--- config.mk ---
export PLATFORM = sky130hd
export DESIGN_NAME = rf_write_arbiter
export DESIGN_NICKNAME = d
export VERILOG_FILES = /design/src/rtl/rf_write_arbiter_pkg.sv /design/src/rtl/rf_wr_fifo.sv /design/src/rtl/rf_write_arbiter.sv
export SDC_FILE = /design/constraint.sdc
export NUM_CORES = 1
export LEC_CHECK = 0
export BUFFER_PORTS_ARGS = -buffer_cell sky130_fd_sc_hd__buf_2
export CORE_MARGIN = 8
export CORE_UTILIZATION = 54
export DETAILED_ROUTE_END_ITERATION = 10
export PLACE_DENSITY_LB_ADDON = 0.12
export SLEW_MARGIN = 20
export SYNTH_ARGS = -nofsm -noshare
export SYNTH_HDL_FRONTEND = slang
export SYNTH_SLANG_ARGS = --single-unit
--- constraint.sdc ---
create_clock -name clk -period 4.15 [get_ports clk]
set_input_delay 0.415 -clock clk [delete_from_list [all_inputs] [get_ports clk]]
set_output_delay 0.415 -clock clk [all_outputs]
set_load 0.01 [all_outputs]
--- src/rtl/rf_write_arbiter_pkg.sv ---
`default_nettype none
// ============================================================================
// Module      : rf_write_arbiter_pkg
// Description : Shared widths and write-request type for the RF write arbiter.
// Revision    : 1.0 - initial release
// ============================================================================
package rf_write_arbiter_pkg;

    localparam int REG_ADDR_W = 5;
    localparam int DATA_W     = 32;

    typedef struct packed {
        logic [REG_ADDR_W-1:0] rd;
        logic [DATA_W-1:0]     data;
    } wr_req_t;

    // Register 0 is hardwired, so it never creates a hazard.
    function automatic logic reg_hit(input logic                  valid,
                                     input logic [REG_ADDR_W-1:0] entry_reg,
                                     input logic [REG_ADDR_W-1:0] query_reg);
        return valid && (query_reg != '0) && (entry_reg == query_reg);
    endfunction

endpackage
`default_nettype wire

--- src/rtl/rf_wr_fifo.sv ---
`default_nettype none
// ============================================================================
// Module      : rf_wr_fifo
// Description : Small FIFO of pending MDU writes, exposing every slot for lookup.
// Revision    : 1.0 - initial release
// ============================================================================
module rf_wr_fifo
    import rf_write_arbiter_pkg::*;
#(
    parameter int DEPTH = 2
) (
    input  logic                                  clk,
    input  logic                                  reset,
    input  logic                                  push,
    input  wr_req_t                               push_req,
    input  logic                                  pop,
    output wr_req_t                               head_req,
    output logic                                  empty,
    output logic                                  full,
    output logic [DEPTH-1:0]                      entry_valid,
    output logic [DEPTH-1:0][REG_ADDR_W-1:0]      entry_reg
);

    localparam int PTR_W = (DEPTH > 1) ? $clog2(DEPTH) : 1;
    localparam int CNT_W = $clog2(DEPTH + 1);
    localparam logic [CNT_W-1:0] c_FULL_COUNT = CNT_W'(DEPTH);

    wr_req_t            r_mem [DEPTH];
    logic [DEPTH-1:0]   r_valid;
    logic [PTR_W-1:0]   r_wr_ptr;
    logic [PTR_W-1:0]   r_rd_ptr;
    logic [CNT_W-1:0]   r_count;

    logic               w_do_push;
    logic               w_do_pop;

    assign empty     = (r_count == '0);
    assign full      = (r_count == c_FULL_COUNT);
    assign w_do_push = push && !full;
    assign w_do_pop  = pop && !empty;
    assign head_req  = r_mem[r_rd_ptr];

    always_ff @(posedge clk) begin
        if (reset) begin
            r_wr_ptr <= '0;
            r_rd_ptr <= '0;
            r_count  <= '0;
            r_valid  <= '0;
        end else begin
            // Push and pop never hit the same slot: that needs empty or full.
            if (w_do_push) begin
                r_valid[r_wr_ptr] <= 1'b1;
                r_wr_ptr          <= r_wr_ptr + PTR_W'(1);
            end
            if (w_do_pop) begin
                r_valid[r_rd_ptr] <= 1'b0;
                r_rd_ptr          <= r_rd_ptr + PTR_W'(1);
            end
            case ({w_do_push, w_do_pop})
                2'b10:   r_count <= r_count + CNT_W'(1);
                2'b01:   r_count <= r_count - CNT_W'(1);
                default: r_count <= r_count;
            endcase
        end
    end

    always_ff @(posedge clk) begin
        if (w_do_push) begin
            r_mem[r_wr_ptr] <= push_req;
        end
    end

    assign entry_valid = r_valid;

    generate
        for (genvar i = 0; i < DEPTH; i++) begin : g_entry
            assign entry_reg[i] = r_mem[i].rd;
        end
    endgenerate

endmodule
`default_nettype wire

--- src/rtl/rf_write_arbiter.sv ---
`default_nettype none
// ============================================================================
// Module      : rf_write_arbiter
// Description : Shares one register-file write port between WB and a queued MDU.
// Revision    : 1.0 - initial release
// ============================================================================
module rf_write_arbiter
    import rf_write_arbiter_pkg::*;
#(
    parameter int DEPTH        = 2,
    parameter int STARVE_LIMIT = 4
) (
    input  logic                  clk,
    input  logic                  reset,
    input  logic                  wb_valid,
    input  logic [REG_ADDR_W-1:0] wb_reg,
    input  logic [DATA_W-1:0]     wb_data,
    output logic                  wb_stall,
    input  logic                  mdu_valid,
    input  logic [REG_ADDR_W-1:0] mdu_reg,
    input  logic [DATA_W-1:0]     mdu_data,
    output logic                  mdu_ready,
    input  logic [REG_ADDR_W-1:0] query_reg1,
    input  logic [REG_ADDR_W-1:0] query_reg2,
    output logic                  query_busy1,
    output logic                  query_busy2,
    output logic                  RegWrite,
    output logic [REG_ADDR_W-1:0] Write_register,
    output logic [DATA_W-1:0]     Write_data
);

    localparam int STARVE_W = $clog2(STARVE_LIMIT + 1);
    localparam logic [STARVE_W-1:0] c_STARVE_MAX = STARVE_W'(STARVE_LIMIT);

    logic [STARVE_W-1:0]             r_starve_cnt;

    wr_req_t                         w_push_req;
    wr_req_t                         w_head_req;
    logic                            w_push;
    logic                            w_pop;
    logic                            w_empty;
    logic                            w_full;
    logic                            w_wb_win;
    logic [DEPTH-1:0]                w_entry_valid;
    logic [DEPTH-1:0][REG_ADDR_W-1:0] w_entry_reg;

    assign mdu_ready       = !reset && !w_full;
    assign w_push          = mdu_valid && mdu_ready && (mdu_reg != '0);
    assign w_push_req.rd   = mdu_reg;
    assign w_push_req.data = mdu_data;

    rf_wr_fifo #(
        .DEPTH (DEPTH)
    ) u_fifo (
        .clk         (clk),
        .reset       (reset),
        .push        (w_push),
        .push_req    (w_push_req),
        .pop         (w_pop),
        .head_req    (w_head_req),
        .empty       (w_empty),
        .full        (w_full),
        .entry_valid (w_entry_valid),
        .entry_reg   (w_entry_reg)
    );

    assign wb_stall = !reset && !w_empty && (r_starve_cnt == c_STARVE_MAX);
    assign w_wb_win = !reset && !wb_stall && wb_valid;
    assign w_pop    = !reset && !w_wb_win && !w_empty;

    always_comb begin
        RegWrite       = 1'b0;
        Write_register = '0;
        Write_data     = '0;
        if (w_wb_win) begin
            // A write to r0 still consumes the port but is dropped.
            if (wb_reg != '0) begin
                RegWrite       = 1'b1;
                Write_register = wb_reg;
                Write_data     = wb_data;
            end
        end else if (w_pop) begin
            RegWrite       = 1'b1;
            Write_register = w_head_req.rd;
            Write_data     = w_head_req.data;
        end
    end

    always_ff @(posedge clk) begin
        if (reset) begin
            r_starve_cnt <= '0;
        end else if (w_pop || w_empty) begin
            r_starve_cnt <= '0;
        end else if (w_wb_win && (r_starve_cnt != c_STARVE_MAX)) begin
            r_starve_cnt <= r_starve_cnt + STARVE_W'(1);
        end
    end

    // The slot being popped this cycle is still valid, so it still blocks readers.
    always_comb begin
        query_busy1 = 1'b0;
        query_busy2 = 1'b0;
        for (int i = 0; i < DEPTH; i++) begin
            if (reg_hit(w_entry_valid[i], w_entry_reg[i], query_reg1)) begin
                query_busy1 = 1'b1;
            end
            if (reg_hit(w_entry_valid[i], w_entry_reg[i], query_reg2)) begin
                query_busy2 = 1'b1;
            end
        end
        if (reset) begin
            query_busy1 = 1'b0;
            query_busy2 = 1'b0;
        end
    end

endmodule
`default_nettype wire
==> results.sh <==
export IMPL_gr_usage_all_layers=0.1720
export IMPL_dpl_cell_area_um2=4496
export IMPL_async_flop_share=0
export IMPL_finalNetCount=480
export IMPL_ioPinCount=130
export IMPL_worstSetupPathType="reg -> out"
export IMPL_period_minus_slack_ns=2.679
export IMPL_clk_latency_ns=0.35
export IMPL_slew_limit_headroom=0.4298
export IMPL_pre_cts_slack_ns=1.594
export IMPL_synthCells=258
export IMPL_wl_per_cell_um=17.26
export IMPL_dpl_hpwl_mm=6.141
export IMPL_grt_pass1_wl_mm=13.23
export IMPL_final_setup_tns_ns=0
export IMPL_syn_area_um2=3784
export IMPL_setup_viol=0
export IMPL_cts_resized=0
export IMPL_drc=0
export IMPL_avgSynthCellArea_um2=14.67
export IMPL_synth_edf_count=74
export IMPL_grt_start_max_net_pins=38
export IMPL_yosys_warnings=0
export IMPL_overflow=0
export IMPL_root_buffer="clkbuf_8"
export IMPL_hp_class="in -> reg"
export IMPL_core_area_um2=6794
export IMPL_vdd_drop_max_mv=0.2535
export IMPL_maxSlewViolCount=0
export IMPL_ctsHoldBuffers=0
export IMPL_yosys_area_top_type="edfxtp_1"
export IMPL_die_h_um=99.71
export IMPL_post_cts_buffers=0
export IMPL_path_delay_family="compound AO/OA/AOI/OAI gates"
export IMPL_cpPeakStageDelay_ns=0.56
export IMPL_cts_num_sinks=84
export IMPL_maxCapViolations=0
export IMPL_synth_cell_types=34
export IMPL_synth_seq_cells=84
export IMPL_start_util=0.5569
export IMPL_firstDrtPassIters=4
export IMPL_diodes=0
export IMPL_die_area_um2=9941
export IMPL_syn_num_nets=349
export IMPL_p_per_area_nw_per_um2=364.2
export IMPL_yosys_top_cells_area="edfxtp_1, mux2i_1, o2bb2ai_1"
export IMPL_vias=2544
export IMPL_drive_gt1_frac=0.3985
export IMPL_num_rows=30
export IMPL_skew_ns=0.01095
export IMPL_clk_pin_slew_ns=0.09
export IMPL_cts_htree_levels=3
export IMPL_clk_path_buf_depth=2
export IMPL_start_kind="register"
export IMPL_rsz0062_at_grt="no"
export IMPL_p_leak_nw=1.783
export IMPL_ys_seq_area_frac=0.6402
export IMPL_crit_arrival_ns=2.26
export IMPL_yosysTopAreaCellShare=0.5873
export IMPL_ant_nets=0
export IMPL_fmax_mhz=373.3
export IMPL_first_iter_violations=113
export IMPL_crit_buf_inv=3
export IMPL_die_w_um=99.71
export IMPL_fin_area_um2=4691
export IMPL_finalHoldViolCount=0
export IMPL_ys_flop_type="edfxtp_1"
export IMPL_grt_pass1_vias=2805
export IMPL_cts_buffers=9
export IMPL_antenna_found_initial=0
export IMPL_vias_per_cell=5.192
export IMPL_drt_wl_total_mm=8.455
export IMPL_cp_required_ns=3.73
export IMPL_io_buffers=129
export IMPL_critPathCaptureType="output pin"
export IMPL_area_growth_syn_to_layout_pct=23.97
export IMPL_setup_ws_ns=1.471
export IMPL_path_max_fanout=22
export IMPL_cts_tree="built"
export IMPL_post_route_period_util=0.6455
export IMPL_status="completed"
export IMPL_place_congestion=0.8504
export IMPL_worst_slew_pin_slew_ns=0.8553
export IMPL_finalPower_mw=1.708
export IMPL_crit_path_top_delay_cell="a21o_1"
export IMPL_path_cells="inv_1, ha_1, nand2_1, a21o_1, buf_4, o2bb2ai_1, buf_2"
[registers in the layout, summed over array words and instances (netlist names), named ones only]
register	flops
u_fifo.r_wr_ptr	1
u_fifo.r_rd_ptr	1
u_fifo.entry_valid	2
r_starve_cnt	3
u_fifo.r_mem	74
u_fifo.r_count	2
[power breakdown]
group	total [mW]	internal (mW)	switching, mW	leakage, nW
combinational	0.230	0.106	0.123	0.946
sequential	0.984	0.958	0.0262	0.761
clock	0.495	0.216	0.279	0.0763
total	1.71	1.28	0.428	1.78
[metal layers]
metal | share of wire | global-route usage
met4 | 0.024 | 0.09080
met1 | 0.42 | 0.1860
met3 | 0.070 | 0.05098
met5 | 0 | 0
met2 | 0.49 | 0.2966
[cell type report]
type                       instances  area (um2)
tap                               96       120.1
fill                             495        2103
clock buffer                      10       127.6
timing repair buffer             133       695.7
sequential                        84        2424
multi-input combinational        152        1250
clock inverter                     6       40.04
inverter                           9       33.78
[placed cells by master (no fill, tap or decap), types with 2 or more instances in the layout]
cell type	synthesis	final
buf_2	8	129
nor2_1	12	11
xnor2_1	7	7
inv_1	9	9
o21ai_0	6	6
mux2i_1	37	37
a211oi_1	2	2
nand3_1	6	6
o2bb2ai_1	27	27
nor4_1	4	4
a221oi_1	2	2
xor2_1	17	17
edfxtp_1	74	74
nor3_1	3	3
dfxtp_1	10	9
a21oi_1	3	3
ha_1	3	3
clkbuf_8	0	9
buf_4	0	3
o2bb2ai_2	5	5
nand2_1	7	7
clkinvlp_4	0	3
[path summary, 6_finish.rpt]
| check | slack [ns] | cells past startpoint | to | startpoint |
|---|---|---|---|---|
| setup / recovery | 1.47 | 7 | Write_data[25] | r_starve_cnt[0]$_SDFFE_PP0P_ |
| setup reg to reg | 1.73 | 8 | u_fifo.r_count[1]$_SDFFE_PP0P_ | r_starve_cnt[0]$_SDFFE_PP0P_ |
| hold reg to reg | 0.45 | 1 | r_starve_cnt[0]$_SDFFE_PP0P_ | r_starve_cnt[0]$_SDFFE_PP0P_ |
| hold / removal | 0.25 | 1 | u_fifo.r_mem[0][11]$_DFFE_PP_ | mdu_data[11] |
[metrics by stage]
stage | utilization | std cells | hold WS (ns)
after CTS | 0.6864 | 489 | 0.2302
after global routing | 0.6904 | 490 | 0.2303
after global placement | 0.6617 | 473 | 0.4316
after detailed placement | 0.6617 | 473 | 0.4452
final | 0.6904 | 490 | 0.2523
after floorplan | - | 258 | 0.4173
[synth_stat cells, types with 2 or more instances]
master     count
nor3_1         3
o2bb2ai_1     27
a211oi_1       2
o21ai_0        6
edfxtp_1      74
xor2_1        17
buf_6          2
nor4_1         4
nand3_1        6
xnor2_1        7
nand2_1        7
buf_2          8
a21oi_1        3
mux2i_1       37
ha_1           3
dfxtp_1       10
a221oi_1       2
inv_1          9
nor2_1        12
o2bb2ai_2      5
[cell families (layout without fill, tap and decap cells)]
logic type	count (synthesis)	after routing	share of synthesized area
DFF	84	84	0.6402
AOI/OAI and AO/OA	51	51	0.1174
and+or+nand+nor	37	37	0.04762
muxes	37	37	0.09788
buffers and inverters	22	158	0.03141
adders and majority gates	3	3	0.009922
xor gates and xnor gates	24	24	0.05556
[worst reg2reg max path, cell delays in order (launching register included)]
cell	delay (ns)
dfxtp_1	0.35
inv_1	0.05
ha_1	0.20
nand2_1	0.10
a21o_1	0.56
inv_1	0.22
ha_1	0.38
or3_1	0.35
a21oi_1	0.15
Power figures use the tool's default switching activity.
